### src/rtl/score_seven_seg_driver.sv
// Sequential binary-to-BCD (shift-add-3, saturating at 9999) feeding a 4-digit
// common-anode seven-segment multiplexer. Optional macro: LEADING_ZERO_BLANK_EN.
module score_seven_seg_driver #(
  parameter int REFRESH_DIV = 100000
) (
  input  logic        clk,
  input  logic        rst_n,
  input  logic [31:0] val,
  output logic [6:0]  seg,
  output logic [3:0]  an,
  output logic        dp,
  output logic [15:0] bcd,
  output logic        ovf
);

  localparam int CW = (REFRESH_DIV > 2) ? $clog2(REFRESH_DIV) : 1;

  typedef enum logic [1:0] {IDLE, CONVERT, LOAD} state_t;

  state_t         r_state;
  logic [13:0]    r_shift;
  logic [15:0]    r_work;
  logic [3:0]     r_cnt;
  logic           r_ovf_pend;
  logic [CW-1:0]  r_ref;
  logic [1:0]     r_sel;

  logic [15:0]    w_adj;
  logic [29:0]    w_next;
  logic [3:0]     w_nib;
  logic           w_blank;
  logic [6:0]     w_seg;

  function automatic logic [15:0] add3(input logic [15:0] w);
    logic [15:0] r;
    r = w;
    for (int i = 0; i < 4; i++)
      if (w[4*i +: 4] >= 4'd5) r[4*i +: 4] = w[4*i +: 4] + 4'd3;
    return r;
  endfunction

  function automatic logic [6:0] encode(input logic [3:0] d);
    case (d)
      4'd0:    return 7'b1000000;
      4'd1:    return 7'b1111001;
      4'd2:    return 7'b0100100;
      4'd3:    return 7'b0110000;
      4'd4:    return 7'b0011001;
      4'd5:    return 7'b0010010;
      4'd6:    return 7'b0000010;
      4'd7:    return 7'b1111000;
      4'd8:    return 7'b0000000;
      4'd9:    return 7'b0010000;
      default: return 7'b1111111;
    endcase
  endfunction

  assign w_adj  = add3(r_work);
  assign w_next = {w_adj, r_shift} << 1;
  assign w_nib  = bcd[4*r_sel +: 4];

`ifdef LEADING_ZERO_BLANK_EN
  // A digit is blank when it and everything above it are zero; ones never blanks.
  assign w_blank = (r_sel != 2'd0) && ((bcd >> {r_sel, 2'b00}) == 16'h0000);
`else
  assign w_blank = 1'b0;
`endif

  assign w_seg = w_blank ? 7'b1111111 : encode(w_nib);

  always_ff @(posedge clk or negedge rst_n) begin
    if (!rst_n) begin
      r_state    <= IDLE;
      r_shift    <= '0;
      r_work     <= '0;
      r_cnt      <= '0;
      r_ovf_pend <= 1'b0;
      bcd        <= '0;
      ovf        <= 1'b0;
    end else begin
      case (r_state)
        IDLE: begin
          r_shift    <= (val > 32'd9999) ? 14'd9999 : val[13:0];
          r_ovf_pend <= (val > 32'd9999);
          r_work     <= '0;
          r_cnt      <= '0;
          r_state    <= CONVERT;
        end
        CONVERT: begin
          {r_work, r_shift} <= w_next;
          r_cnt <= r_cnt + 4'd1;
          if (r_cnt == 4'd13) r_state <= LOAD;
        end
        LOAD: begin
          bcd     <= r_work;
          ovf     <= r_ovf_pend;
          r_state <= IDLE;
        end
        default: r_state <= IDLE;
      endcase
    end
  end

  always_ff @(posedge clk or negedge rst_n) begin
    if (!rst_n) begin
      r_ref <= '0;
      r_sel <= '0;
      seg   <= 7'b1111111;
      an    <= 4'b1111;
      dp    <= 1'b1;
    end else begin
      if (r_ref == CW'(REFRESH_DIV - 1)) begin
        r_ref <= '0;
        r_sel <= r_sel + 2'd1;
      end else begin
        r_ref <= r_ref + 1'b1;
      end
      an  <= ~(4'b0001 << r_sel);
      seg <= w_seg;
      dp  <= 1'b1;
    end
  end

endmodule

### config.mk
export PLATFORM = sky130hd
export DESIGN_NAME = score_seven_seg_driver
export DESIGN_NICKNAME = d
export VERILOG_FILES = /design/src/rtl/score_seven_seg_driver.sv
export SDC_FILE = /design/constraint.sdc
export NUM_CORES = 1
export LEC_CHECK = 0
export BUFFER_PORTS_ARGS = -buffer_cell sky130_fd_sc_hd__buf_2
export CELL_PAD_IN_SITES_DETAIL_PLACEMENT = 1
export CELL_PAD_IN_SITES_GLOBAL_PLACEMENT = 2
export CORE_UTILIZATION = 33
export DETAILED_ROUTE_END_ITERATION = 16
export GPL_TIMING_DRIVEN = 0
export MAX_ROUTING_LAYER = met4
export PLACE_DENSITY_LB_ADDON = 0.1
export SLEW_MARGIN = 10
export SYNTH_ARGS = -nofsm -noshare
export SYNTH_HDL_FRONTEND = slang
export SYNTH_SLANG_ARGS = --single-unit
### constraint.sdc
create_clock -name clk -period 1.6 [get_ports clk]
set_input_delay 0.16 -clock clk [delete_from_list [all_inputs] [get_ports clk]]
set_output_delay 0.16 -clock clk [all_outputs]
set_load 0.03 [all_outputs]
# Yosys cells after proc, flatten, opt, wreduce, memory -nomap -nowiden
# Memory sizes are Yosys's and may differ from the RTL's. A register that Yosys moved wholly into a read port is not among the register bits.
# Cells that the tools add are included.
# totals
register_bits	77
mem_bits_ro	112
wordCells	45
mem_count	1
# mem_list
name	depth	width	read_ports	rd_ports_with_merged_regs	write_ports	line	rtl
(no name shown)	16	7	1	1	0	43	case (d)
# op_classes
n_addsub	7
n_lt_le_gt_ge	5
eq_ne	5
shift	2
mux	11
n_bitwise	1
reduce_logical	3
# op_table
operator	n
$gt 32x14->1 const B	1
$pmux 16 s2	1
$pmux 14 s2	1
$add 17x1->17 const B	1
$eq 17x17->1 const B	1
$mux 17	1
$ge 4x3->1 const B	4
$shiftx 16x5->4	1
$mux 14	1
$add 4x2->4 const B	3
$mux 4	3
$pmux 4 s2	1
$add 4x1->4 const B	1
$eq 4x4->1 const B	1
$not 4->4	1
$pmux 2 s2	1
$shl 1x2->4 const A	1
$add 3x2->3 const B	1
$mux 3	1
$add 2x1->2 const B	1
$eq 2x1->1 const B	1
$eq 2x2->1 const B	1
$logic_not 2->1	1
$mux 2	1
3 further kinds	3

# Depth between registers and ports, before layout
# logic_depth
depth_word	3
ltp_mapped	7
mapped_depth_nobuf	6

# Least setup slack after synthesis
# OpenSTA, ideal clock, no wires.
# synth_path
kind	reg2reg
start	register r_sel[0]
end	register seg[0]
setup_ps	78
arrival_ps	1634
required_time_ps	1522
path_slack_ps	-112
path_stages_with_launch	7
n_path_buf	1
cell_sequence	dfrtp_1 buf_6 mux4_2 ha_1 or2_1 a21oi_2 nor2_1
# synth_between
elab_chain_cells	1
# synth_lines
item	line	rtl
start, declared	26	logic [1:0] r_sel;
start signal, assigned	114	r_sel <= r_sel + 2'd1;
$shiftx 16x5->4	60	assign w_nib = bcd[4*r_sel +: 4];
end, declared	9	output logic [6:0] seg,
# Every way passes these cells.
# A chain may end at the register's enable or synchronous reset.

# Final worst setup path
# layout_path
start	register r_sel[0]
end	register seg[3]
# Same word-level chain as after synthesis.

==> results.toml <==
[cells_and_area]
final_area_um2 = 5379
drive_gt1_share_pct = 38.13
finalNonFillerCells = 661
antenna_cells = 0
num-nets-final = 542
fin_util_pct = 44.60
syn2layout_area_growth_pct = 31.15

[global_routing]
grt_overflow = 0
grt_pass1_vias = 3348
grt_max_degree = 47
grt_pass1_wl_mm = 17.44
grt_use_total_pct = 18.17
antenna_found_initial = 0

[logic_synthesis]
synth.net_count = 437
synth_compound_area_share_pct = 13.85
syn_avg_cell_area_um2 = 10.71
synthCells = 383
yosys_warnings = 0
synth_commonest_cells = "73 x dfrtp_1, 32 x nand2_1, 31 x o21ai_0"
synth.distinct_cells = 52
yosysTopAreaCellShare_pct = 44.54
yosysTopAreaCell = "dfrtp_1"
ys_seq_area_share_pct = 51.59
async_flop_share_pct = 100.0
synth-simple-area-share_pct = 13.70
synth_top_family_by_area = "compound AO/OA/AOI/OAI gates"
synth_ff_type = "dfrtp_1"
synth-edff-count = 0
yosys.area_share.adder_pct = 6.101
syn_area_um2 = 4101
synth_area_leaders = "dfrtp_1 45%, dfstp_2 7.0%, ha_1 6.1%"
muxShareOfSynthArea_pct = 5.735
synth.most_common_cell = "dfrtp_1"
ys_seq_elements = 84
synth_xor_area_share_pct = 4.271

[sta]
finalCriticalPeriod_ns = 1.745
hold_ws_ns = 0.05434
timing.slew.headroom_pct = 49.87
worst_slack_ns = -0.1447
max_freq_mhz = 573.2
finalCritPeriodShare_pct = 109.0
slew_viol_final = 0
worst_pin_slew_ns = 0.7422
skew_ns = 0.004328
setup_viol = 18
hold_viol = 0
rsz0062_at_grt = "yes"
fin_tns_setup_ns = -1.630

[run]
cap_viol_max_count = 0

[placed_design]
post_dp_cell_area_um2 = 4652
post-place-cells = 613
post-dp-hpwl_mm = 7.030
portBuffers = 61
gp_congestion = 0.7532
dp_slack_ns = -0.3602

[setup_path]
cp_data_arrival_time_ns = 2.01
r2r_slack_ns = -0.14
r2r_end = "seg[3]"
cp.required_ns = 1.87
endpoint_kind = "flop"
reg2reg_from = "r_sel[0]"
ff2ff_path_depth = 6
critPathKind = "flop to flop"
startpoint_type = "flop"
path_max_fanout = 5

[route]
wl_per_cell_um = 15.64
wirelength_met1_mm = 4.944
ant_nets = 0
dr_wl_met3_um = 263
met2_length_mm = 4.975
drc = 0
highest_layer = "met4"
routed_via_density = 4.826
dr_total_vias = 3190
drtPass1Iterations = 4
drt_iter0_markers = 98
routed_wl_mm = 10.34

[cts]
numCtsBuffers = 9
cts.sinks = 84
cts_tree = "yes"
root_buffer = "clkbuf_16"
clkLatencyLatePin_ns = 0.34
cts.clk_slew.worst_paths_ns = 0.06
clock_path_buffers = 2
htreeDepth = 3

[worst_hold_path]
hold-path-cell-count = 3
min_from = "val[3]"
holdPathEnd = "r_shift[3]"
min-delay-path-class = "input pin to flop"

[floorplan]
fp.dieH_um = 113.5
std_cell_rows = 40
io_pins = 63
die_w_um = 113.5
start_util_pct = 34.00
die_area_um2 = 12880
coreArea_um2 = 12060

[run_status]
status = "complete, but fails checks"
violations = "setup timing"

[pwr]
peakVddDrop_uv = 434.6
p_leak_nw = 2.451
cellPowerDensity_nw_per_um2 = 815.8
power_mw = 4.388
[worst max-delay path by stage]
stage                           from     endpoint  depth (start not counted)
after floorplan             r_sel[0]       seg[3]                          6
after global placement         rst_n   r_shift[6]                          1
after detailed placement  r_state[1]  r_shift[10]                          6
after CTS                   r_sel[0]       seg[3]                          6
after global routing        r_sel[0]       seg[3]                          6
final                       r_sel[0]       seg[3]                          6
[where the power goes]
part	switching [mW]	internal (mW)
combinational	0.0775	0.0486
sequential	0.00163	2.13
clock	0.842	1.29
[what timing repair did]
action | 4_1_cts | 5_1_grt
hold endpoints to repair | 36 | 0
setup endpoints to repair | 49 | 38
hold buffers | 1 | 0
gates cloned | 2 | 0
pin swaps | 11 | 8
gates resized for setup | 28 | 26
buffers inserted | 13 | 17
[cells in the final DEF (no fill, tap or decap), drive strengths merged, types with 6 or more instances in the layout]
cell    instances
nand2b         12
inv            31
o22ai          11
nor4            7
a21oi          20
o21ai          32
clkbuf         17
xnor2          14
nand2          33
nor2           23
dfrtp          73
buf           101
dfstp          11
nand3           8
a22o            7
a22oi           6
xor2            6
ha             20
mux2           12
[state kept, by name (all words and copies together) (netlist names)]
register / flops
an: 4
bcd: 16
ovf: 1
r_cnt: 4
r_ovf_pend: 1
r_ref: 17
r_sel: 2
r_shift: 14
r_state: 2
r_work: 16
seg: 7
[routing by layer]
layer	global-route usage (%)	vias to the layer above
met3	2.869	11
met2	28.17	51
met4	7.632	0
met5	-	-
met1	23.75	1579
li1	-	1549
[layout make-up]
class                           count  area [µm²]
Fill cell                        1334        6683
Buffer                             13       91.34
Clock buffer                       12       256.5
Timing Repair Buffer               94       593.1
Sequential cell                    84        2116
Tap cell                          168       210.2
Clock inverter                      4       47.55
Multi-Input combinational cell    255        1946
Inverter                           31       118.9
[worst max-delay path: stages (launching register included)]
cell	delay, ns
dfrtp_1	0.36
buf_6	0.13
mux4_2	0.57
ha_2	0.19
or2_1	0.21
a21oi_2	0.15
a21oi_1	0.05
[cells by family after synthesis]
kind of cell / Yosys count
simple gates: 108
compound gates: 88
flops: 84
buf+inv: 45
fa+ha+maj: 20
xor+xnor: 20
mux: 17
other cells: 1
Power figures use the tool's default switching activity.
